[config.mk]
export PLATFORM = sky130hd
export DESIGN_NAME = sli_trig_gen
export DESIGN_NICKNAME = d
export VERILOG_FILES = /design/src/rtl/sli_trig_gen.sv
export SDC_FILE = /design/constraint.sdc
export NUM_CORES = 1
export LEC_CHECK = 0
export CELL_PAD_IN_SITES_DETAIL_PLACEMENT = 0
export CELL_PAD_IN_SITES_GLOBAL_PLACEMENT = 1
export CORE_UTILIZATION = 30
export CTS_CLUSTER_SIZE = 24
export DETAILED_ROUTE_END_ITERATION = 10
export PLACE_DENSITY = 0.56
export SKIP_LAST_GASP = 1
export SLEW_MARGIN = 20
export SYNTH_ARGS = -nofsm -noshare
export SYNTH_HDL_FRONTEND = slang
export SYNTH_SLANG_ARGS = --single-unit
export TNS_END_PERCENT = 100
[constraint.sdc]
create_clock -name clk -period 3 [get_ports clk]
set_input_delay 0.6 -clock clk [delete_from_list [all_inputs] [get_ports clk]]
set_output_delay 0.6 -clock clk [all_outputs]
set_load 0.1 [all_outputs]
[src/rtl/sli_trig_gen.sv]
// Structured-light camera trigger sequencer: arms on a pattern-change flag, then
// waits for vsync and runs delay, exposure and guard phases, with a one-deep request queue.
module sli_trig_gen #(
    parameter int CNT_W     = 20,
    parameter int DELAY_CYC = 0,
    parameter int WIDTH_CYC = 524288,
    parameter int GAP_CYC   = 16
) (
    input  logic        clk,
    input  logic        rst,
    input  logic        en,
    input  logic        flag,
    input  logic        in_vsync,
    output logic        trig,
    output logic        busy,
    output logic        pending,
    output logic [15:0] trig_count,
    output logic [7:0]  missed_count
);

    typedef enum logic [2:0] {
        IDLE,
        ARMED,
        DELAY,
        EXPOSE,
        GAP
    } state_t;

    localparam logic [CNT_W-1:0] DELAY_LD = CNT_W'(DELAY_CYC);
    localparam logic [CNT_W-1:0] WIDTH_LD = CNT_W'(WIDTH_CYC);
    localparam logic [CNT_W-1:0] GAP_LD   = CNT_W'(GAP_CYC);
    localparam logic [CNT_W-1:0] CNT_ONE  = CNT_W'(1);

    state_t           state;
    state_t           state_nx;
    logic [CNT_W-1:0] cnt;
    logic [CNT_W-1:0] cnt_nx;
    logic             vs_q;
    logic             vs_rise;
    logic             acc;
    logic             pending_nx;
    logic             miss_inc;
    logic             start;
    logic             in_seq;

    assign vs_rise = in_vsync & ~vs_q;
    assign acc     = flag & en;
    assign busy    = (state != IDLE);
    assign in_seq  = (state == DELAY) || (state == EXPOSE) || (state == GAP);

    always_comb begin
        state_nx   = state;
        cnt_nx     = cnt;
        pending_nx = pending;
        miss_inc   = 1'b0;
        start      = 1'b0;

        case (state)
            IDLE: begin
                if (acc) begin
                    state_nx = ARMED;
                end
            end
            ARMED: begin
                if (vs_rise) begin
                    if (DELAY_CYC == 0) begin
                        state_nx = EXPOSE;
                        cnt_nx   = WIDTH_LD;
                        start    = 1'b1;
                    end else begin
                        state_nx = DELAY;
                        cnt_nx   = DELAY_LD;
                    end
                end
            end
            DELAY: begin
                if (cnt == CNT_ONE) begin
                    state_nx = EXPOSE;
                    cnt_nx   = WIDTH_LD;
                    start    = 1'b1;
                end else begin
                    cnt_nx = cnt - CNT_ONE;
                end
            end
            EXPOSE: begin
                if (cnt == CNT_ONE) begin
                    state_nx = GAP;
                    cnt_nx   = GAP_LD;
                end else begin
                    cnt_nx = cnt - CNT_ONE;
                end
            end
            GAP: begin
                cnt_nx = cnt - CNT_ONE;
            end
            default: begin
                state_nx = IDLE;
            end
        endcase

        if (in_seq && acc) begin
            if (pending) begin
                miss_inc = 1'b1;
            end else begin
                pending_nx = 1'b1;
            end
        end

        // A request queued on the last guard cycle (even that same cycle) re-arms immediately.
        if ((state == GAP) && (cnt == CNT_ONE)) begin
            state_nx   = pending_nx ? ARMED : IDLE;
            pending_nx = 1'b0;
            cnt_nx     = '0;
        end
    end

    always_ff @(posedge clk or posedge rst) begin
        if (rst) begin
            state        <= IDLE;
            cnt          <= '0;
            vs_q         <= 1'b0;
            pending      <= 1'b0;
            trig         <= 1'b0;
            trig_count   <= 16'd0;
            missed_count <= 8'd0;
        end else begin
            state   <= state_nx;
            cnt     <= cnt_nx;
            vs_q    <= in_vsync;
            pending <= pending_nx;
            trig    <= (state_nx == EXPOSE);
            if (start) begin
                trig_count <= trig_count + 16'd1;
            end
            if (miss_inc && (missed_count != 8'hFF)) begin
                missed_count <= missed_count + 8'd1;
            end
        end
    end

endmodule

==> reports/summary.txt, run 1 <==
class of the worst hold path -> flop to flop
row cnt -> 34
RR Endpoint -> missed_count[7]
H-tree levels -> 2
Die W -> 97.14 um
final non-filler cell total -> 411
commonest non-fill, non-tap cell in the layout -> dfrtp_1
async set-reset flop share out of synthesis -> 1.000
Remaining DRCs -> 0
largest net degree at the start of global routing -> 27
kind of critical path -> flop to flop
WP data arrival -> 2.47 ns
setup violators final -> 0
antenna diode count -> 0
post-route cell area -> 3182 sq um
share of post-route cells with drive strength above 1 -> 0.2079
Cell Area, Synth -> 2715 sq um
grt met1 use -> 0.1901
Max Fanout on Critical Path -> 11
Mapped Cells -> 268
Synth area leaders -> dfrtp_1 (46%), xnor2_1 (5.8%), nand2_1 (4.6%)
WHS -> 0.4877 ns
Power, Total -> 1.634 mW
# port buffers -> 31
worst slew pin tran -> 0.7785 ns
area delta synth->final -> 17.19%
final period demand of the worst path -> 2.239 ns
post-synthesis sequential area ratio -> 0.4608
post_cts resized -> 0
area of the die -> 9435 sq um
Post-Route WL -> 6314 um
initial DRC count -> 108
antenna violations before repair -> 0
Ys Warns -> 0
syn avg cell area -> 10.13 sq um
Syn Nets -> 277
Post-Route Utilization -> 0.3648
Longest Clk Path Bufs -> 2
CORE AREA -> 8721 sq um
TritonRoute pass-1 iters -> 4
initial core utilization -> 0.3113
leak pwr -> 1.410 nW
MaxCap Viol Count -> 0
Synth top area share -> 0.4608
vias -> 2120
setup_tns -> 0 ns
post-route ant nets -> 0
fin. max-slew vios -> 0
critical path required time -> 3.24 ns
Critical Path Source Type -> flop
Pwr Density -> 513.5 nW/um^2
Tcrit/Tclk final -> 0.7463
status -> finished clean
worst-case reg-to-reg path depth -> 5
Hold Buf Count CTS -> 0
hold path depth -> 1
Vias/cell -> 5.158
flop2flop setup slack -> 0.76 ns
area of the multi-input gates -> 1360 sq um
routed len/inst -> 15.36 um
hold wc startpoint -> trig_count[15]
Worst-path clk slew -> 0.10 ns
layer with the highest usage -> met2
hpwl dp -> 4490 um
Worst Hold Path EP -> trig_count[15]
flops & latches, synth -> 50
Setup Buffers After CTS -> 0
max_slew headroom -> 0.4799
Worst setup EP type -> flop
TritonCTS clock tree -> done
unrepaired setup endpoints after global routing -> no
cell type with the largest total area after synthesis -> dfrtp_1
f_max -> 446.7 MHz
Total GRT Usage -> 0.1373
Final Wtd Congestion -> 0.7320
worst setup margin -> 0.7611 ns
FILL cells -> 873
CTS Root Cell -> clkbuf_8
grt ovf -> 0
EDFF count, synth -> 0
commonest cells after routing, fill and taps aside -> dfrtp_1 (50), buf_4 (35), nand2_1 (33)
Cells after DPL -> 403
dpl ws -> 0.7664 ns
Worst-Skew Late Latency -> 0.30 ns
Layout Skew -> 0.008422 ns
vias in the first global route -> 2073
I/O pins -> 32
reg2reg start -> state[2]
Die Y -> 97.14 um
met2 GRT Util -> 0.2194
synth unique cells -> 59
first-pass GRT wire length -> 10530 um
sequential cell area -> 1251 sq um
Sink Count -> 50
total CTS buffers -> 5
worst vdd ir -> 0.4919 mV
ys flop type -> dfrtp_1
placed inst area -> 3072 sq um
met3 GRT Util -> 0.02734
Hold Vio Cnt, Final -> 0
nets -> 311
sequential cells by signal, summed over array words and instances (netlist names):
register	flops
cnt	20
pending	1
vs_q	1
trig_count	16
missed_count	8
state	3
trig	1
synthesized netlist by cell type, types with 2 or more instances:
library cell	number
a21oi_1	8
a22o_1	2
a22oi_1	2
a31oi_1	11
and3_1	12
and4_1	2
buf_2	2
buf_6	4
clkbuf_1	5
dfrtp_1	50
ha_1	4
inv_1	6
mux2_2	2
nand2_1	33
nand2b_1	2
nand3_1	8
nand4_1	12
nand4_4	2
nor2_1	17
nor3_1	9
nor3_2	2
nor4_1	3
o211ai_1	2
o21ai_0	7
o221a_2	2
o22ai_1	4
or3_1	3
xnor2_1	18
xor2_1	4
per-layer routing:
| metal | routed length (um) | vias to the layer above |
|---|---|---|
| li1 | - | 1054 |
| met1 | 3190 | 1032 |
| met2 | 2906 | 30 |
| met3 | 178 | 4 |
| met4 | 39 | 0 |
| met5 | 0 | - |
layout make-up:
class / count / share of cell area
well taps: 108 / 0.04247
flip-flops and latches: 50 / 0.3932
inverters: 6 / 0.007078
clock buffers: 6 / 0.02281
multi-input cells: 200 / 0.4274
repair buffers: 39 / 0.09516
clock inverters: 2 / 0.01180
worst max path at each step:
stage | slack, ns | depth (start not counted) | startpoint | end
after floorplan | 0.81 | 6 | missed_count[0] | missed_count[5]
after global placement | 0.79 | 6 | in_vsync | cnt[19]
after detailed placement | 0.77 | 6 | in_vsync | cnt[19]
after CTS | 0.78 | 7 | cnt[1] | trig_count[1]
after global routing | 0.62 | 7 | cnt[1] | trig_count[1]
final | 0.76 | 5 | state[2] | missed_count[7]
power breakdown:
| group | total, mW | internal, mW | switching, mW |
|---|---|---|---|
| clock network | 0.484 | 0.249 | 0.234 |
| registers | 0.758 | 0.709 | 0.0498 |
| logic | 0.392 | 0.0837 | 0.308 |
| total | 1.63 | 1.04 | 0.592 |
cells by family after synthesis:
logic type               count (synthesis)  share of synthesized area
XOR/XNOR                                23                    0.07696
AND/OR/NAND/NOR                        119                     0.2567
multiplexers                             3                    0.01198
buffers and inverters                   18                    0.03825
flip-flops                              50                     0.4608
adder cells (fa/ha/maj)                  4                    0.01843
AO/OA/AOI/OAI                           51                     0.1369
worst max-delay path, stage by stage (launching register included):
cell and delay, ns:
dfrtp_1 0.55, nor3b_1 0.69, o221a_2 0.41, nand4_1 0.20, nor2_1 0.17, xor2_1 0.15
(Power assumes the default switching activity.)
==> run 2, diff against run 1 <==
==> constraint.sdc (replaced) <==
create_clock -name clk -period 2.2 [get_ports clk]
set_input_delay 0.44 -clock clk [delete_from_list [all_inputs] [get_ports clk]]
set_output_delay 0.44 -clock clk [all_outputs]
set_load 0.1 [all_outputs]
==> run 2 against run 1 <==
Setup slack got worse by 0.66 ns. Hold slack lost 0.058 ns. Largest cell class unchanged. Sequential share of layout area fell by 1.8 points. Maximum frequency up 6.5%. Largest power group unchanged. Sequential power increased by 36%. Critical endpoint is now cnt[14]. Cell area up 4.7%. Combinational power up 37%. Critical path type unchanged. First-iteration DRC count shrank 25%. Register-to-register slack worse by 0.66 ns. Global-route usage rose by 1.0 points. Highest routed layer unchanged. Core utilization up 1.7 points.
==> reports/summary.txt, run 2 (synthesis gave the netlist of run 1 again) <==
worst setup margin -> 0.09862 ns (was 0.7611 ns)
Sink Count -> 50 (unchanged)
worst slew pin tran -> 0.4415 ns (was 0.7785 ns)
Comb power frac -> 0.254 (was 0.240)
commonest non-fill, non-tap cell in the layout -> dfrtp_1 (unchanged)
dpl ws -> 0.07190 ns (was 0.7664 ns)
Die W -> 97.14 um (unchanged)
flop2flop setup slack -> 0.1 ns (was 0.76 ns)
setup violators final -> 0 (unchanged)
kind of critical path -> flop to flop (unchanged)
critical-path cell list -> inv_1 > ha_1 > nor4b_4 > nand4_4 > buf_4 > o22ai_2 > buf_4 > o21ai_0 > a22o_1 (was nor3b_1 > o221a_2 > nand4_1 > nor2_1 > xor2_1)
Worst setup EP type -> flop (unchanged)
fin. max-slew vios -> 0 (unchanged)
post-route cell area -> 3331 sq um (was 3182 sq um)
commonest cells after routing, fill and taps aside -> dfrtp_1 (50), buf_4 (46), nand2_1 (33) (was dfrtp_1 (50), buf_4 (35), nand2_1 (33))
TritonRoute pass-1 iters -> 4 (unchanged)
critical path required time -> 2.40 ns (was 3.24 ns)
routed len/inst -> 15.49 um (was 15.36 um)
Buf/Inv on CP -> 3 (was 0)
sequential cell area -> 1251 sq um (unchanged)
hpwl dp -> 4684 um (was 4490 um)
Post-Route WL -> 6585 um (was 6314 um)
initial DRC count -> 81 (was 108)
MaxCap Viol Count -> 0 (unchanged)
area of the multi-input gates -> 1373 sq um (was 1360 sq um)
CTS Root Cell -> clkbuf_8 (unchanged)
WP data arrival -> 2.30 ns (was 2.47 ns)
Hold Vio Cnt, Final -> 0 (unchanged)
FILL cells -> 885 (was 873)
grt ovf -> 0 (unchanged)
share of post-route cells with drive strength above 1 -> 0.2524 (was 0.2079)
TritonCTS clock tree -> done (unchanged)
vias in the first global route -> 2220 (was 2073)
slowest cell delay on critical path -> 0.42 ns (was 0.69 ns)
Final Wtd Congestion -> 0.7244 (was 0.7320)
Top cell by count, worst path -> buf_4
post-route ant nets -> 0 (unchanged)
Vias/cell -> 5.207 (was 5.158)
initial core utilization -> 0.3113 (unchanged)
largest net degree at the start of global routing -> 34 (was 27)
Slowest-stage cell, CP -> dfrtp_1 (was nor3b_1)
crit-path leading delay family -> compound AO/OA/AOI/OAI gates (was simple AND/OR/NAND/NOR gates)
placed inst area -> 3234 sq um (was 3072 sq um)
Sw Ratio -> 0.3850 (was 0.3625)
class of the worst hold path -> primary input to asynchronous set/reset pin (was flop to flop)
final period demand of the worst path -> 2.101 ns (was 2.239 ns)
number of flip-flops in the largest register -> 20 (unchanged)
post_cts resized -> 0 (unchanged)
Total GRT Usage -> 0.1473 (was 0.1373)
total CTS buffers -> 5 (unchanged)
vias -> 2213 (was 2120)
Die Y -> 97.14 um (unchanged)
max_slew headroom -> 0.7056 (was 0.4799)
Longest Clk Path Bufs -> 2 (unchanged)
Pwr Density -> 634.8 nW/um^2 (was 513.5 nW/um^2)
Post-Route Utilization -> 0.3819 (was 0.3648)
Worst-path clk slew -> 0.10 ns (about the same)
Clock power frac -> 0.257 (was 0.296)
antenna violations before repair -> 0 (unchanged)
Tcrit/Tclk final -> 0.9552 (was 0.7463)
H-tree levels -> 2 (unchanged)
# port buffers -> 31 (unchanged)
registers with the most flip-flops -> cnt x20, trig_count x16, missed_count x8 (unchanged)
Layout Skew -> 0.007291 ns (was 0.008422 ns)
Setup Buffers After CTS -> 0 (unchanged)
Remaining DRCs -> 0 (unchanged)
row cnt -> 34 (unchanged)
area of the die -> 9435 sq um (unchanged)
Cell Int Power -> 1.300 mW (was 1.042 mW)
leak pwr -> 1.491 nW (was 1.410 nW)
Top reg by flops -> cnt (unchanged)
nets -> 326 (was 311)
f_max -> 475.9 MHz (was 446.7 MHz)
Worst-Skew Late Latency -> 0.30 ns (about the same)
Critical Path Source Type -> flop (unchanged)
Max Fanout on Critical Path -> 6 (was 11)
Psw -> 0.8141 mW (was 0.5923 mW)
area delta synth->final -> 22.67% (was 17.19%)
Hold Buf Count CTS -> 0 (unchanged)
worst vdd ir -> 0.6634 mV (was 0.4919 mV)
Reg power frac -> 0.489 (was 0.464)
status -> finished clean (unchanged)
I/O pins -> 32 (unchanged)
CORE AREA -> 8721 sq um (unchanged)
first-pass GRT wire length -> 11270 um (was 10530 um)
antenna diode count -> 0 (unchanged)
[run 2: through the flow]
| stage | setup TNS (ns) | hold WS [ns] | std cells | total power, mW |
|---|---|---|---|---|
| CTS | 0 | 0.4321 | 425 | 2.150 |
| global placement | 0 | 0.4705 | 418 | 1.592 |
| global route | -0.03720 | 0.4706 | 425 | 2.207 |
| finish | 0 | 0.4299 | 425 | 2.114 |
| floorplan | 0 | 0.4714 | 268 | 1.466 |
| detailed placement | 0 | 0.4804 | 418 | 1.595 |
[run 2: final timing paths]
| check | from | endpoint | cells after the start |
|---|---|---|---|
| worst max-delay path | cnt[1] | cnt[14] | 9 |
| worst min-delay path | rst | trig_count[2] | 2 |
| worst max register to register | cnt[1] | cnt[14] | 9 |
| worst min register to register | trig_count[15] | trig_count[15] | 1 |
| max in group asynchronous | rst | cnt[7] | 3 |
| min in group clk | trig_count[15] | trig_count[15] | 1 |
[run 2: final cells by class]
cell class / count / area share
Clock buffer: 5 / 0.02066
Clock inverter: 2 / 0.004508
Inverter: 6 / 0.006762
Multi-Input combinational cell: 200 / 0.4121
Sequential cell: 50 / 0.3757
Tap cell: 108 / 0.04057
Timing Repair Buffer: 54 / 0.1397
[run 2: worst register-to-register path, stage by stage (launching register included)]
cell and delay [ns]:
dfrtp_1 0.42, inv_1 0.10, ha_1 0.15, nor4b_4 0.31, nand4_4 0.16, buf_4 0.19
o22ai_2 0.20, buf_4 0.18, o21ai_0 0.10, a22o_1 0.19
[run 2: layer usage]
layer	part of all wire	GRT usage
met1	0.50	0.2026
met2	0.47	0.2394
met3	0.023	0.02374
met4	0.0087	0.04133
met5	0	0
[run 2: power groups by stage]
| stage | Sequential (mW) | Clock [mW] | Combinational, mW |
|---|---|---|---|
| 2_1_floorplan | 1.38 | 0 | 0.0856 |
| 3_3_place_gp | 1.05 | 0 | 0.540 |
| 3_5_place_dp | 1.05 | 0 | 0.541 |
| 4_1_cts | 1.04 | 0.573 | 0.541 |
| 5_1_grt | 1.05 | 0.604 | 0.558 |
| 6_report | 1.03 | 0.543 | 0.537 |
